$ cat src/rtl/transmit_arbiter.sv
// -----------------------------------------------------------------------------
// transmit_arbiter
//
// Packet-granular round-robin arbiter that lets NUM byte-stream producers
// share a single UART transmitter. A requester keeps the grant from its first
// accepted byte until the byte flagged last, or until it has left req_stb low
// for TIMEOUT consecutive cycles mid-packet. The search pointer moves past the
// released grantee, so every pending requester is served in turn.
//
// Optional feature (compile-time macro TRANSMIT_ARBITER_TAG_EN):
//   when defined, every grant first emits one tag byte (8'h80 | gnt) to the
//   transmitter before the requester's bytes are passed through.
//
// Parameters
//   NUM      number of requesters (2..16)
//   TIMEOUT  idle cycles tolerated mid-packet before the grant is revoked (>=2)
//
// Ports
//   clk      system clock
//   rst      asynchronous, active-low reset
//   req_stb  per-requester byte valid, held until accepted
//   req_dat  per-requester byte, requester i on bits [8i+7:8i]
//   req_lst  per-requester "this byte ends the packet"
//   req_rdy  per-requester byte accepted this cycle
//   stb      byte valid towards the transmitter
//   dat      byte towards the transmitter
//   rdy      transmitter accepts the byte this cycle
//   gnt      index of the current (or most recent) grantee
//   busy     a grant is currently held
// -----------------------------------------------------------------------------
module transmit_arbiter #(
   parameter int NUM     = 4,
   parameter int TIMEOUT = 1024
) (
   input  logic                    clk,
   input  logic                    rst,
   input  logic [NUM-1:0]          req_stb,
   input  logic [8*NUM-1:0]        req_dat,
   input  logic [NUM-1:0]          req_lst,
   output logic [NUM-1:0]          req_rdy,
   output logic                    stb,
   output logic [7:0]              dat,
   input  logic                    rdy,
   output logic [$clog2(NUM)-1:0]  gnt,
   output logic                    busy
);

   localparam int GW = $clog2(NUM);
   localparam int CW = $clog2(TIMEOUT);

`ifdef TRANSMIT_ARBITER_TAG_EN
   typedef enum logic [1:0] {
      S_IDLE = 2'd0,
      S_TAG  = 2'd1,
      S_DATA = 2'd2
   } state_t;
`else
   typedef enum logic {
      S_IDLE = 1'b0,
      S_DATA = 1'b1
   } state_t;
`endif

   state_t          state_reg;
   logic [GW-1:0]   ptr_reg;
   logic [CW-1:0]   idle_cnt_reg;

   // Per-requester byte lanes
   logic [7:0]      lane [NUM];

   generate
      for (genvar gi = 0; gi < NUM; gi++) begin : g_lane
         assign lane[gi] = req_dat[8*gi +: 8];
      end
   endgenerate

   // Signals of the current grantee
   logic            sel_stb;
   logic            sel_lst;
   logic [7:0]      sel_dat;
   logic [GW-1:0]   next_ptr;

   assign sel_stb  = req_stb[gnt];
   assign sel_lst  = req_lst[gnt];
   assign sel_dat  = lane[gnt];
   assign next_ptr = (gnt == GW'(NUM - 1)) ? '0 : gnt + 1'b1;

   // Round-robin search starting at ptr_reg. Scanning offsets from the far end
   // down to zero lets the nearest pending requester overwrite earlier hits.
   logic            found;
   logic [GW-1:0]   win;
   logic [GW:0]     cand;

   always_comb begin
      found = 1'b0;
      win   = '0;
      cand  = '0;
      for (int k = NUM - 1; k >= 0; k--) begin
         cand = {1'b0, ptr_reg} + (GW+1)'(k);
         if (cand >= (GW+1)'(NUM)) begin
            cand = cand - (GW+1)'(NUM);
         end
         if (req_stb[cand[GW-1:0]]) begin
            found = 1'b1;
            win   = cand[GW-1:0];
         end
      end
   end

   // Grant state machine; gnt and busy are registered here
   always_ff @(posedge clk or negedge rst) begin
      if (!rst) begin
         state_reg    <= S_IDLE;
         gnt          <= '0;
         busy         <= 1'b0;
         ptr_reg      <= '0;
         idle_cnt_reg <= '0;
      end else begin
         case (state_reg)
            S_IDLE: begin
               if (found) begin
                  gnt          <= win;
                  busy         <= 1'b1;
                  idle_cnt_reg <= '0;
`ifdef TRANSMIT_ARBITER_TAG_EN
                  state_reg    <= S_TAG;
`else
                  state_reg    <= S_DATA;
`endif
               end
            end
`ifdef TRANSMIT_ARBITER_TAG_EN
            S_TAG: begin
               // The idle counter is frozen while the tag byte waits
               if (rdy) begin
                  state_reg <= S_DATA;
               end
            end
`endif
            S_DATA: begin
               if (sel_stb) begin
                  idle_cnt_reg <= '0;
                  if (rdy && sel_lst) begin
                     state_reg <= S_IDLE;
                     busy      <= 1'b0;
                     ptr_reg   <= next_ptr;
                  end
               end else if (idle_cnt_reg == CW'(TIMEOUT - 1)) begin
                  // This low cycle is the TIMEOUT-th in a row: revoke
                  state_reg    <= S_IDLE;
                  busy         <= 1'b0;
                  ptr_reg      <= next_ptr;
                  idle_cnt_reg <= '0;
               end else begin
                  idle_cnt_reg <= idle_cnt_reg + 1'b1;
               end
            end
            default: begin
               state_reg <= S_IDLE;
               busy      <= 1'b0;
            end
         endcase
      end
   end

   // Byte path: combinational pass-through from the grantee while in DATA
   always_comb begin
      stb     = 1'b0;
      dat     = 8'h00;
      req_rdy = '0;
      case (state_reg)
`ifdef TRANSMIT_ARBITER_TAG_EN
         S_TAG: begin
            stb = 1'b1;
            dat = 8'h80 | 8'(gnt);
         end
`endif
         S_DATA: begin
            stb          = sel_stb;
            dat          = sel_dat;
            req_rdy[gnt] = rdy;
         end
         default: begin
            stb     = 1'b0;
            dat     = 8'h00;
            req_rdy = '0;
         end
      endcase
   end

endmodule

$ cat config.mk
export PLATFORM = sky130hd
export DESIGN_NAME = transmit_arbiter
export DESIGN_NICKNAME = d
export VERILOG_FILES = /design/src/rtl/transmit_arbiter.sv
export SDC_FILE = /design/constraint.sdc
export NUM_CORES = 1
export LEC_CHECK = 0
export ABC_CLOCK_PERIOD_IN_PS = 2200
export BUFFER_PORTS_ARGS = -buffer_cell sky130_fd_sc_hd__clkbuf_2
export CAP_MARGIN = 0
export CORE_MARGIN = 4
export CORE_UTILIZATION = 30
export CTS_BUF_LIST = sky130_fd_sc_hd__clkbuf_2 sky130_fd_sc_hd__clkbuf_4 sky130_fd_sc_hd__clkbuf_8
export CTS_CLUSTER_DIAMETER = 100
export DETAILED_ROUTE_END_ITERATION = 6
export GPL_ROUTABILITY_DRIVEN = 0
export GPL_TIMING_DRIVEN = 1
export HOLD_SLACK_MARGIN = 0.1
export PLACE_DENSITY = 0.56
export SETUP_SLACK_MARGIN = 0.02
export SYNTH_ARGS = -nofsm -noshare
export SYNTH_HDL_FRONTEND = slang
export SYNTH_SLANG_ARGS = --single-unit
export TNS_END_PERCENT = 30
$ cat constraint.sdc
create_clock -name clk -period 2.2 [get_ports clk]
set_input_delay 0.22 -clock clk [delete_from_list [all_inputs] [get_ports clk]]
set_output_delay 0.22 -clock clk [all_outputs]
set_load 0.01 [all_outputs]
==> run metrics <==
crit path DAT=1740 ps; Crit. End Element=output port; Hold Crit Class=in -> reg; crit-path cells=buf_4 -> mux4_2 -> and2_1 -> clkbuf_2; RSZ-0062 raised after global routing=no; warning count from the yosys run=0; I/O pin count=59; CTS Root Cell=clkbuf_8; post-route cell area=0.00168 mm2; Reg-to-Reg Start=gnt[1]; WL/cell=14.6 um; maximum VDD drop=0.000449 V; Distinct cells, synth=41; Die Wd=73.0 um; final worst setup slack=243 ps; Post-Place Cell Area=0.00162 mm2; Post-route DRC=0; Final ANT Viol Nets=0; Startpoint Class=register; die height=73.0 um; Lkg Pwr=0.838 nW; total nets after synthesis=164; critical path type=reg -> out; share of the synthesized area in the top cell type=31.6%; FF+latch count, synth=16; share of post-route cells with drive strength above 1=47.2%; PD cells=1010 mW/mm2; Skew-Pair Late Insertion Delay=260 ps; CTS clk-pin slew, worst paths=60 ps; Crit-path slowest cell=mux4_2; GRT Util Overall=13.4%; initial core utilization=31.4%; CTS Buf Count=3; cts hold-fix bufs=1; initial DRC count=82; WP data required=1980 ps; worst slack at placement=440 ps; count of buffers from port buffering=58; Setup Skew=3.51 ps; ant diodes=0; run status=finished clean; final hold viol count=0; Filler Cell Count=413; mapped cell area=0.00127 mm2; sequential area share after synthesis=31.6%; CP top delay family=multiplexers; Reg-to-Reg End=ptr_reg[1]; Min-Delay Path Depth=3; final setup fails=0; initial antenna violation count=0; die footprint=0.00532 mm2; Max Slew Vio Count=0; CTS-repair resized insts=0; DR vias=1171; Worst Max-Slew Pin Slew=539 ps; R2R depth=4; number of max-cap violations=0; max incr delay on CP=520 ps; Gate Count Post-Synth=116; flop2flop setup slack=430 ps; hold wc startpoint=req_stb[3]; fmax=0.511 GHz; max reg flops=10; largest cells by area after synthesis=dfrtp_1 (32%), mux4_2 (18%), and2_1 (4.9%), ha_1 (4.9%), a21o_1 (3.0%); worst-case clock buffer depth=2; largest net degree at the start of global routing=20; Max FO, Critical Path=13; Synth-to-Final Area Change=32.8%; Yosys top cell by area=dfrtp_1; setup tns final=0 ps; final wirelength=3320 um; CTS Sinks=16; WHS=351 ps; CTS H-tree lvls=1; Synth Area per Inst=10.9 um2; area of the multi-input gates=826 um2; Post-CTS Setup Bufs=0; 1st-pass router iterations=4; Worst Hold Path EP=gnt[1]; Final HPWL DP=2680 um; via/cell ratio=5.14; final period utilization=88.9%; gr ovfl total=0; first-pass GRT wire length=5680 um; Crit path buffers/inverters=2; CTS tree=yes; Slew headroom=64.0%; Period minus WS final=1960 ps; # rows=23; Nets=227; area of the core=0.00403 mm2; vias in the first global route=1302; sequential standard cell area=400 um2
through the flow:
stage	std cells	utilization [%]	total power [mW]
2_1_floorplan	116	-	1.14
3_3_place_gp	223	40.1	1.42
3_5_place_dp	223	40.1	1.44
4_1_cts	228	41.7	1.71
5_1_grt	228	41.7	1.83
6_report	228	41.7	1.70
worst register-to-register path, delay by kind of cell (launching register included):
kind | cells | cell delay (ps)
AO/OA/AOI/OAI | 1 | 180
multiplexers | 2 | 870
AND/OR/NAND/NOR | 1 | 240
flip-flops | 1 | 380
placed cells by master (no fill, tap or decap), drive strengths merged, types with 3 or more instances in the layout:
master,count
o21ai,5
ha,5
and2,10
dfrtp,16
nand2,7
mux4,10
and3,4
nor2,7
buf,3
a21o,5
clkbuf,62
a21oi,3
inv,4
mux2,3
a22o,4
nand2b,3
cells in the mapped netlist, drive strengths merged:
master   n
nor2b    1
a21oi    3
inv      4
nand2    7
a32o     1
clkbuf   1
ha       5
buf      3
o21ai    5
a211oi   2
o221ai   2
nor4     2
nor3     2
mux2     3
dfrtp   16
nand4    1
a22o     4
nor3b    1
mux2i    2
nand2b   3
nand3    2
nor2     7
a21o     5
and2b    1
or4      1
and4     1
o31ai    2
o21a     2
and2    10
xnor2    1
xor2     1
or3      1
and3     4
mux4    10
layout make-up:
cell class                 instances  area share (%)
clock buffer                       4            3.27
inverter                           4           0.893
multi-input combinational         92            49.1
sequential                        16            23.8
tap                               50            3.72
timing repair buffer              62            19.2
cell families after synthesis:
group / after synthesis / synth area share [%]
flops: 16 / 31.6
mux: 15 / 22.6
buf+inv: 8 / 3.16
simple gates: 44 / 20.4
fa+ha+maj: 5 / 4.94
compound gates: 26 / 15.9
xor+xnor: 2 / 1.38
how the worst max path moves through the flow:
stage	start	end	slack, ps	cells after the start
after global placement	gnt[0]	ptr_reg[0]	490	4
final	gnt[0]	dat[6]	240	4
after global routing	gnt[0]	dat[6]	120	4
after CTS	gnt[0]	dat[2]	200	4
after floorplan	gnt[1]	ptr_reg[0]	410	4
after detailed placement	gnt[1]	ptr_reg[0]	440	4
metal layers:
metal	GRT usage [%]	vias up	share of wire, %
met1	17.6	544	46
met2	22.2	59	45
met3	4.41	2	9.2
li1	-	566	-
met4	1.84	0	0.57
met5	0	-	0
report_power, final:
part	switching (mW)	internal, mW
Clock	0.111	0.159
Combinational	0.453	0.522
Sequential	0.0885	0.363
Total	0.652	1.04
No activity file was read; power rests on OpenSTA's default activity.
